$ cat src/rtl/prog_loader.sv
// prog_loader: byte-stream command parser that loads words into program memory
// and controls the CPU core reset line.
// Ports:
//   clk, rst (async, active-high)
//   inData/inValid/inReady : command and payload byte stream, accepted when valid & ready
//   memWe/memAddr/memData  : program-memory write port (one-cycle strobe, registered addr/data)
//   coreRst_n              : core reset, 0 holds the core, 1 lets it run
//   busy                   : loader is in the middle of a frame or write
//   error                  : sticky protocol error, cleared by HALT or reset
module prog_loader #(
  parameter int ADDR_WIDTH = 9,
  parameter int INST_WIDTH = 12
) (
  input  logic                  clk,
  input  logic                  rst,
  input  logic [7:0]            inData,
  input  logic                  inValid,
  output logic                  inReady,
  output logic                  memWe,
  output logic [ADDR_WIDTH-1:0] memAddr,
  output logic [INST_WIDTH-1:0] memData,
  output logic                  coreRst_n,
  output logic                  busy,
  output logic                  error
);

  localparam logic [2:0] S_IDLE    = 3'd0;
  localparam logic [2:0] S_ADDR_HI = 3'd1;
  localparam logic [2:0] S_ADDR_LO = 3'd2;
  localparam logic [2:0] S_DATA_HI = 3'd3;
  localparam logic [2:0] S_DATA_LO = 3'd4;
  localparam logic [2:0] S_WRITE   = 3'd5;

  localparam logic [7:0] CMD_LOAD_ADDR = 8'h01;
  localparam logic [7:0] CMD_WRITE     = 8'h02;
  localparam logic [7:0] CMD_RUN       = 8'h03;
  localparam logic [7:0] CMD_HALT      = 8'h04;

  localparam logic [ADDR_WIDTH-1:0] ADDR_ONE = {{(ADDR_WIDTH-1){1'b0}}, 1'b1};

  logic [2:0]            state;
  logic [ADDR_WIDTH-1:0] addr_cnt;
  logic [ADDR_WIDTH-9:0] addr_hi;
  logic [INST_WIDTH-9:0] data_hi;
  logic                  accept;

  // The only cycle a byte cannot be taken is the single write cycle.
  assign inReady = (state != S_WRITE);
  assign accept  = inValid & inReady;
  assign memWe   = (state == S_WRITE);
  assign busy    = (state != S_IDLE);

  always_ff @(posedge clk or posedge rst) begin
    if (rst) begin
      state     <= S_IDLE;
      addr_cnt  <= '0;
      addr_hi   <= '0;
      data_hi   <= '0;
      memAddr   <= '0;
      memData   <= '0;
      coreRst_n <= 1'b0;
      error     <= 1'b0;
    end else begin
      case (state)
        S_IDLE: begin
          if (accept) begin
            case (inData)
              // Loading is only legal while the core is held; otherwise the
              // command is swallowed and flagged so the core's program is safe.
              CMD_LOAD_ADDR: begin
                if (coreRst_n) error <= 1'b1;
                else           state <= S_ADDR_HI;
              end
              CMD_WRITE: begin
                if (coreRst_n) error <= 1'b1;
                else           state <= S_DATA_HI;
              end
              CMD_RUN:  coreRst_n <= 1'b1;
              CMD_HALT: begin
                coreRst_n <= 1'b0;
                error     <= 1'b0;
              end
              default:  error <= 1'b1;
            endcase
          end
        end
        S_ADDR_HI: begin
          if (accept) begin
            addr_hi <= inData[ADDR_WIDTH-9:0];
            state   <= S_ADDR_LO;
          end
        end
        S_ADDR_LO: begin
          if (accept) begin
            addr_cnt <= {addr_hi, inData};
            state    <= S_IDLE;
          end
        end
        S_DATA_HI: begin
          if (accept) begin
            data_hi <= inData[INST_WIDTH-9:0];
            state   <= S_DATA_LO;
          end
        end
        S_DATA_LO: begin
          // Address and word are registered here so they are stable for the
          // whole write cycle and hold afterwards.
          if (accept) begin
            memAddr <= addr_cnt;
            memData <= {data_hi, inData};
            state   <= S_WRITE;
          end
        end
        S_WRITE: begin
          addr_cnt <= addr_cnt + ADDR_ONE;
          state    <= S_IDLE;
        end
        default: state <= S_IDLE;
      endcase
    end
  end

endmodule

$ cat config.mk
export PLATFORM = sky130hd
export DESIGN_NAME = prog_loader
export DESIGN_NICKNAME = d
export VERILOG_FILES = /design/src/rtl/prog_loader.sv
export SDC_FILE = /design/constraint.sdc
export NUM_CORES = 1
export LEC_CHECK = 0
export CORE_ASPECT_RATIO = 0.75
export CORE_MARGIN = 2
export CORE_UTILIZATION = 45
export CTS_CLUSTER_DIAMETER = 200
export DETAILED_ROUTE_END_ITERATION = 12
export HOLD_SLACK_MARGIN = 0.12
export PLACE_DENSITY_LB_ADDON = 0.3
export SLEW_MARGIN = 20
export SYNTH_ARGS = -nofsm -noshare
export SYNTH_HDL_FRONTEND = slang
export SYNTH_SLANG_ARGS = --single-unit
$ cat constraint.sdc
create_clock -name clk -period 1.5 [get_ports clk]
set_input_delay 0.3 -clock clk [delete_from_list [all_inputs] [get_ports clk]]
set_output_delay 0.3 -clock clk [all_outputs]
set_load 0.005 [all_outputs]
* Word-level counts from Yosys, hierarchy flattened
Index checks and enable logic that the tools add are counted.
** Storage, ports and cells
- Register bits after elaboration :: 40
- Input bits :: 11
- Output and inout bits :: 26
- Word-level logic and storage cells :: 56
** Cells by class
- $add $sub $neg :: 1
- Equal/unequal tests :: 19
- Muxes and demuxes :: 14
- Bitwise operators :: 2
- Reduce and logical (&&, ||, !) cells :: 12
** Operator list (number)
- 3-bit two-way mux :: 7
- 9-bit case mux with 2 select lines :: 1
- 8-bit by 2-bit equality test with 1-bit output, second input constant :: 2
- 3-bit case mux with 5 select lines :: 1
- 2-bit != test, second input constant :: 5
- 9-bit by 1-bit adder with 9-bit output, second input constant :: 1
- 9-bit two-way mux :: 1
- 3-bit != test, second input constant :: 3
- 8-bit by 1-bit equality test with 1-bit output, second input constant :: 1
- 8-bit by 3-bit equality test with 1-bit output, second input constant :: 1
- 2-bit AND reduction :: 4
- 8-bit AND reduction :: 1
- 3-bit by 2-bit equality test with 1-bit output, second input constant :: 2
- 3-bit equality test, second input constant :: 2
- 3-bit case mux with 2 select lines :: 1
- 4-bit AND reduction :: 1
- 2-bit nonzero test :: 2
- 3-bit by 1-bit equality test with 1-bit output, second input constant :: 1
- 3-bit zero test :: 1
- 3-bit by 1-bit != test with 1-bit output, second input constant :: 1
- 1-bit case mux with 3 select lines :: 1
- 3-bit AND reduction :: 1
- 3-bit nonzero test :: 1
- 2-bit by 1-bit != test with 1-bit output, second input constant :: 1
- other kinds (5) :: 5

* Depth between registers and ports, before layout
- Word-level depth :: 4
- Mapped depth :: 6
- Depth with buffers taken out :: 5

* Worst setup path before layout
OpenSTA, ideal clock, no wires.
- Path kind :: reg2reg
- From :: register state[0]
- To :: register memData[0]
- Setup time :: 0.125 ns
- Arrival :: 1.379 ns
- Required time :: 1.375 ns
- Setup slack :: -0.004 ns
- Stages on the path, launching flop included :: 6
- Path buffers :: 2
- Clock period less this slack :: 1.504 ns
- Path through :: dfrtp_1 > nor2_1 > and3_1 > buf_2 > buf_6 > mux2_2
** On the way
- Word-level cells in the longest chain between the ends :: 3
- Elaborated cells on any way between the ends :: 4
- Classes of those cells :: eq/ne: 2; bitwise: 1; reduce/logical: 1
** RTL lines
- start, declared :: line 41 : logic [2:0] state;
- start signal, assigned :: line 55 : state <= S_IDLE;
- start signal, assigned :: line 72 : else state <= S_ADDR_HI;
- start signal, assigned :: line 76 : else state <= S_DATA_HI;
- 3-bit != test :: line 48 : assign inReady = (state != S_WRITE);
- 1-bit bitwise AND :: line 49 : assign accept = inValid & inReady;
- 2-bit AND reduction (no source line) *
- end signal, assigned :: line 110 : memData <= {data_hi, inData};
- end, declared :: line 21 : output logic [INST_WIDTH-1:0] memData,
Every way passes the cells marked *; elsewhere a longest branch is shown, timed or not.
A chain may end at the register's enable or synchronous reset.

* Worst setup path in the final report
- From :: register state[2]
- To :: output busy
** On the way
- Word-level cells in the longest chain between the ends :: 1
** RTL lines
- 3-bit nonzero test :: line 51 : assign busy = (state != S_IDLE);
- end, declared :: line 23 : output logic busy,
Every way passes these cells.

==> summary.md <==
| Metric | Value |
|---|---|
| Violation count after the first detailed-routing iteration | `136` |
| Initial antenna violation count | `0` |
| Cell taking the most area after synthesis | `dfrtp_1` |
| Post-synth ARST share | `1.000` |
| Endpoint arrival time on the critical path | `1.31 ns` |
| Period minus WS final | `around 1.6 ns` |
| Outcome | `complete, but fails checks` |
| Max-slew violation count | `0` |
| TritonRoute pass-1 iters | `4` |
| Number of enable flip-flop cells after synthesis | `0` |
| Antenna diode count | `0` |
| Critical Path, Cell by Cell | `buf_6, or3_1, buf_2` |
| Post-DR wirelength/cell | `17.16 um` |
| Cell Rows | `19` |
| First-pass GRT wire length | `7348 um` |
| Number of buffers inserted by port buffering | `36` |
| Pin count of the biggest net entering global routing | `41` |
| Kind of capture point of the worst setup path | `output port` |
| Fmax | `620.5 MHz` |
| Deepest clock path buffer count | `2` |
| Critical Path Source Type | `flip-flop` |
| Starting density of the core | `0.4823` |
| Number of standard cells after synthesis | `156` |
| Most common cell after layout, fill and taps aside | `dfrtp_1` |
| Setup repair after global routing missed its margin | `yes` |
| Total Nets Final | `245` |
| Critical-path maximum fanout | `2` |
| Total detailed-routing wirelength | `4908 um` |
| Clock-pin slew on the worst setup and hold paths | `~0.080 ns` |
| Final period util | `1.074` |
| Total number of yosys warnings | `0` |
| Clk sinks | `40` |
| IO Pins | `37` |
| Number of H-tree levels | `2` |
| Top-area cell type share of the netlist area | `0.5525` |
| Count of different cell masters after synthesis | `40` |
| Number of CTS-inserted buffers | `5` |
| Flip-flop and latch count after synthesis | `40` |
| CTS Hold Bufs | `0` |
| Power density of the placed cells | `1614 mW/mm^2` |
| Failing checks | `setup timing` |
| Worst Setup Slack, final | `-0.1116 ns` |
| Average footprint of a synthesized cell | `11.61 um^2` |
| Ratio of cells with drive above 1 in the final layout | `0.4017` |
| Final Skew | `~0.01 ns` |
| Sequential element share of the synthesized area | `0.5525` |
| Sum of overflow across all layers after global routing | `0` |
| Die boundary width | `77.27 um` |
| Commonest cells after routing, fill and taps aside | `dfrtp_1 (40), buf_4 (29), clkdlybuf4s50_1 (23)` |
| Class of the tightest hold or removal check | `in -> async` |
| Dominant cells by area after synthesis | `dfrtp_1 (55%), mux2_2 (14%), nand2_1 (3.9%)` |
| CTS Root Cell | `clkbuf_8` |
| Post-synth net total | `168` |
| Detailed-placement wirelength estimate | `slightly above 3000 um` |
| Total Power | `around 0.0046 W` |
| Worst slew slack as a fraction of its limit | `0.8001` |
| LEAKAGE | `1.392 nW` |
| Total via count in the routed design | `1546` |
| Combined global-route utilization of all metal layers | `0.2156` |
| Slowest Stage Delay on Critical Path | `approximately 0.40 ns` |
| Finish-stage setup viols | `23` |
| CP max-delay cell | `dfrtp_1` |
| Vertical extent of the die | `58.95 um` |
| Number of global-route vias before repair | `1478` |
| Detailed-route DRC error count | `0` |
| Final hold violation count | `0` |
| Number of maximum-capacitance violations | `0` |
| Post-synthesis instance area | `0.001812 mm^2` |
| Syn-to-layout area delta | `58.84%` |
| Worst hold slack across all endpoints | `0.3584 ns` |
| Skew-Pair Late Insertion Delay | `about 0.3 ns` |
| Maximum VDD drop | `0.001443 V` |
| Core Footprint | `0.003756 mm^2` |
| Post-detailed-route count of antenna-violating nets | `0` |
| Floorplan die area | `0.004555 mm^2` |
| CTS tree | `built` |
| Most frequently used flop master after synthesis | `dfrtp_1` |
| Number of vias per cell | `about 5.4` |
| Weighted congestion reported at the end of routability-driven placement | `approximately 0.86` |
| Pin slew with the least headroom to its limit | `0.2966 ns` |
| Critical path data required time | `1.20 ns` |
| Crit Path Category | `reg -> out` |
[Yosys cell counts, types with 2 or more instances]
cell and number:
a211oi_1 3, a21oi_1 2, a221o_1 2, and3_1 2, buf_2 2, buf_6 2
clkbuf_1 2, dfrtp_1 40, inv_1 7, mux2_2 23, nand2_1 19, nand3_1 4
nor2_1 8, nor3_1 3, nor4_1 4, o21ai_0 7, o22ai_1 2, or3_1 2
[metrics by stage]
stage / area [um^2] / setup WS (ns) / setup TNS, ns / cells / utilization
finish: 2878 / -0.1116 / -1.013 / 286 / 0.7662
global route: 2878 / -0.1345 / -2.095 / 286 / 0.7662
CTS: 2699 / -0.1065 / -1.064 / 278 / 0.7185
detailed placement: 2412 / -0.4970 / -7.510 / 263 / 0.6422
global placement: 2412 / -0.4313 / -7.239 / 263 / 0.6422
floorplan: 1814 / 0.03836 / 0 / 156 / -
[worst paths after layout]
check | start | endpoint | slack, ns | depth (start not counted)
setup / recovery | state[2] | busy | -0.11 | 3
hold / removal | rst | memData[3] | 0.36 | 3
setup reg to reg | state[1] | memData[1] | -0.05 | 6
hold reg to reg | data_hi[0] | data_hi[0] | 0.49 | 2
max in group asynchronous | rst | addr_cnt[2] | 0.94 | 3
min in group clk | data_hi[0] | data_hi[0] | 0.49 | 2
[metal layers]
layer / track usage / part of all wire / vias up
met1: 0.2977 / 0.46 / 776
met5: 0 / 0 / -
met2: 0.3255 / 0.49 / 44
li1: - / - / 721
met4: 0.07143 / 0.0071 / 0
met3: 0.07055 / 0.044 / 5
[timing repair]
action | in CTS | in global routing
cloned | 0 | 1
endpoints found under the setup margin | 16 | 46
resized for setup | 49 | 30
pin swaps | 12 | 9
buffers inserted | 9 | 9
[kinds of logic (layout without fill, tap and decap cells)]
logic type      count (synthesis)  in the layout  share of synthesized area
buf+inv                        13             91                    0.03661
compound gates                 24             24                    0.08909
fa+ha+maj                       2              2                    0.01243
flops                          40             40                     0.5525
mux                            24             24                     0.1485
simple gates                   52             52                     0.1561
xor+xnor                        1              1                   0.004835
[worst max-delay path, delay by kind of cell (launching register included)]
family | cells | cell delay, ns
flops | 1 | 0.40
simple gates | 1 | 0.35
buf+inv | 2 | 0.26
[registers in the layout, summed over array words and instances, names as in the netlist]
| name | flops |
|---|---|
| memData | 12 |
| addr_cnt | 9 |
| memAddr | 9 |
| data_hi | 4 |
| state | 3 |
| addr_hi | 1 |
| coreRst_n | 1 |
| error | 1 |
[area by class of cell]
cell class | instances | area (um^2)
multi-input combinational | 103 | 937.1
inverter | 7 | 26.28
fill | 235 | 878.3
tap | 52 | 65.06
sequential | 40 | 1001
clock buffer | 5 | 68.82
clock inverter | 3 | 42.54
timing repair buffer | 76 | 737.0
[where the power goes]
part	total (W)	leakage, nW	switching (W)	internal, W
Sequential	0.00179	0.501	0.000309	0.00148
Clock	0.000876	0.0541	0.000384	0.000492
Combinational	0.00198	0.838	0.000711	0.00127
(Power assumes the default switching activity.)
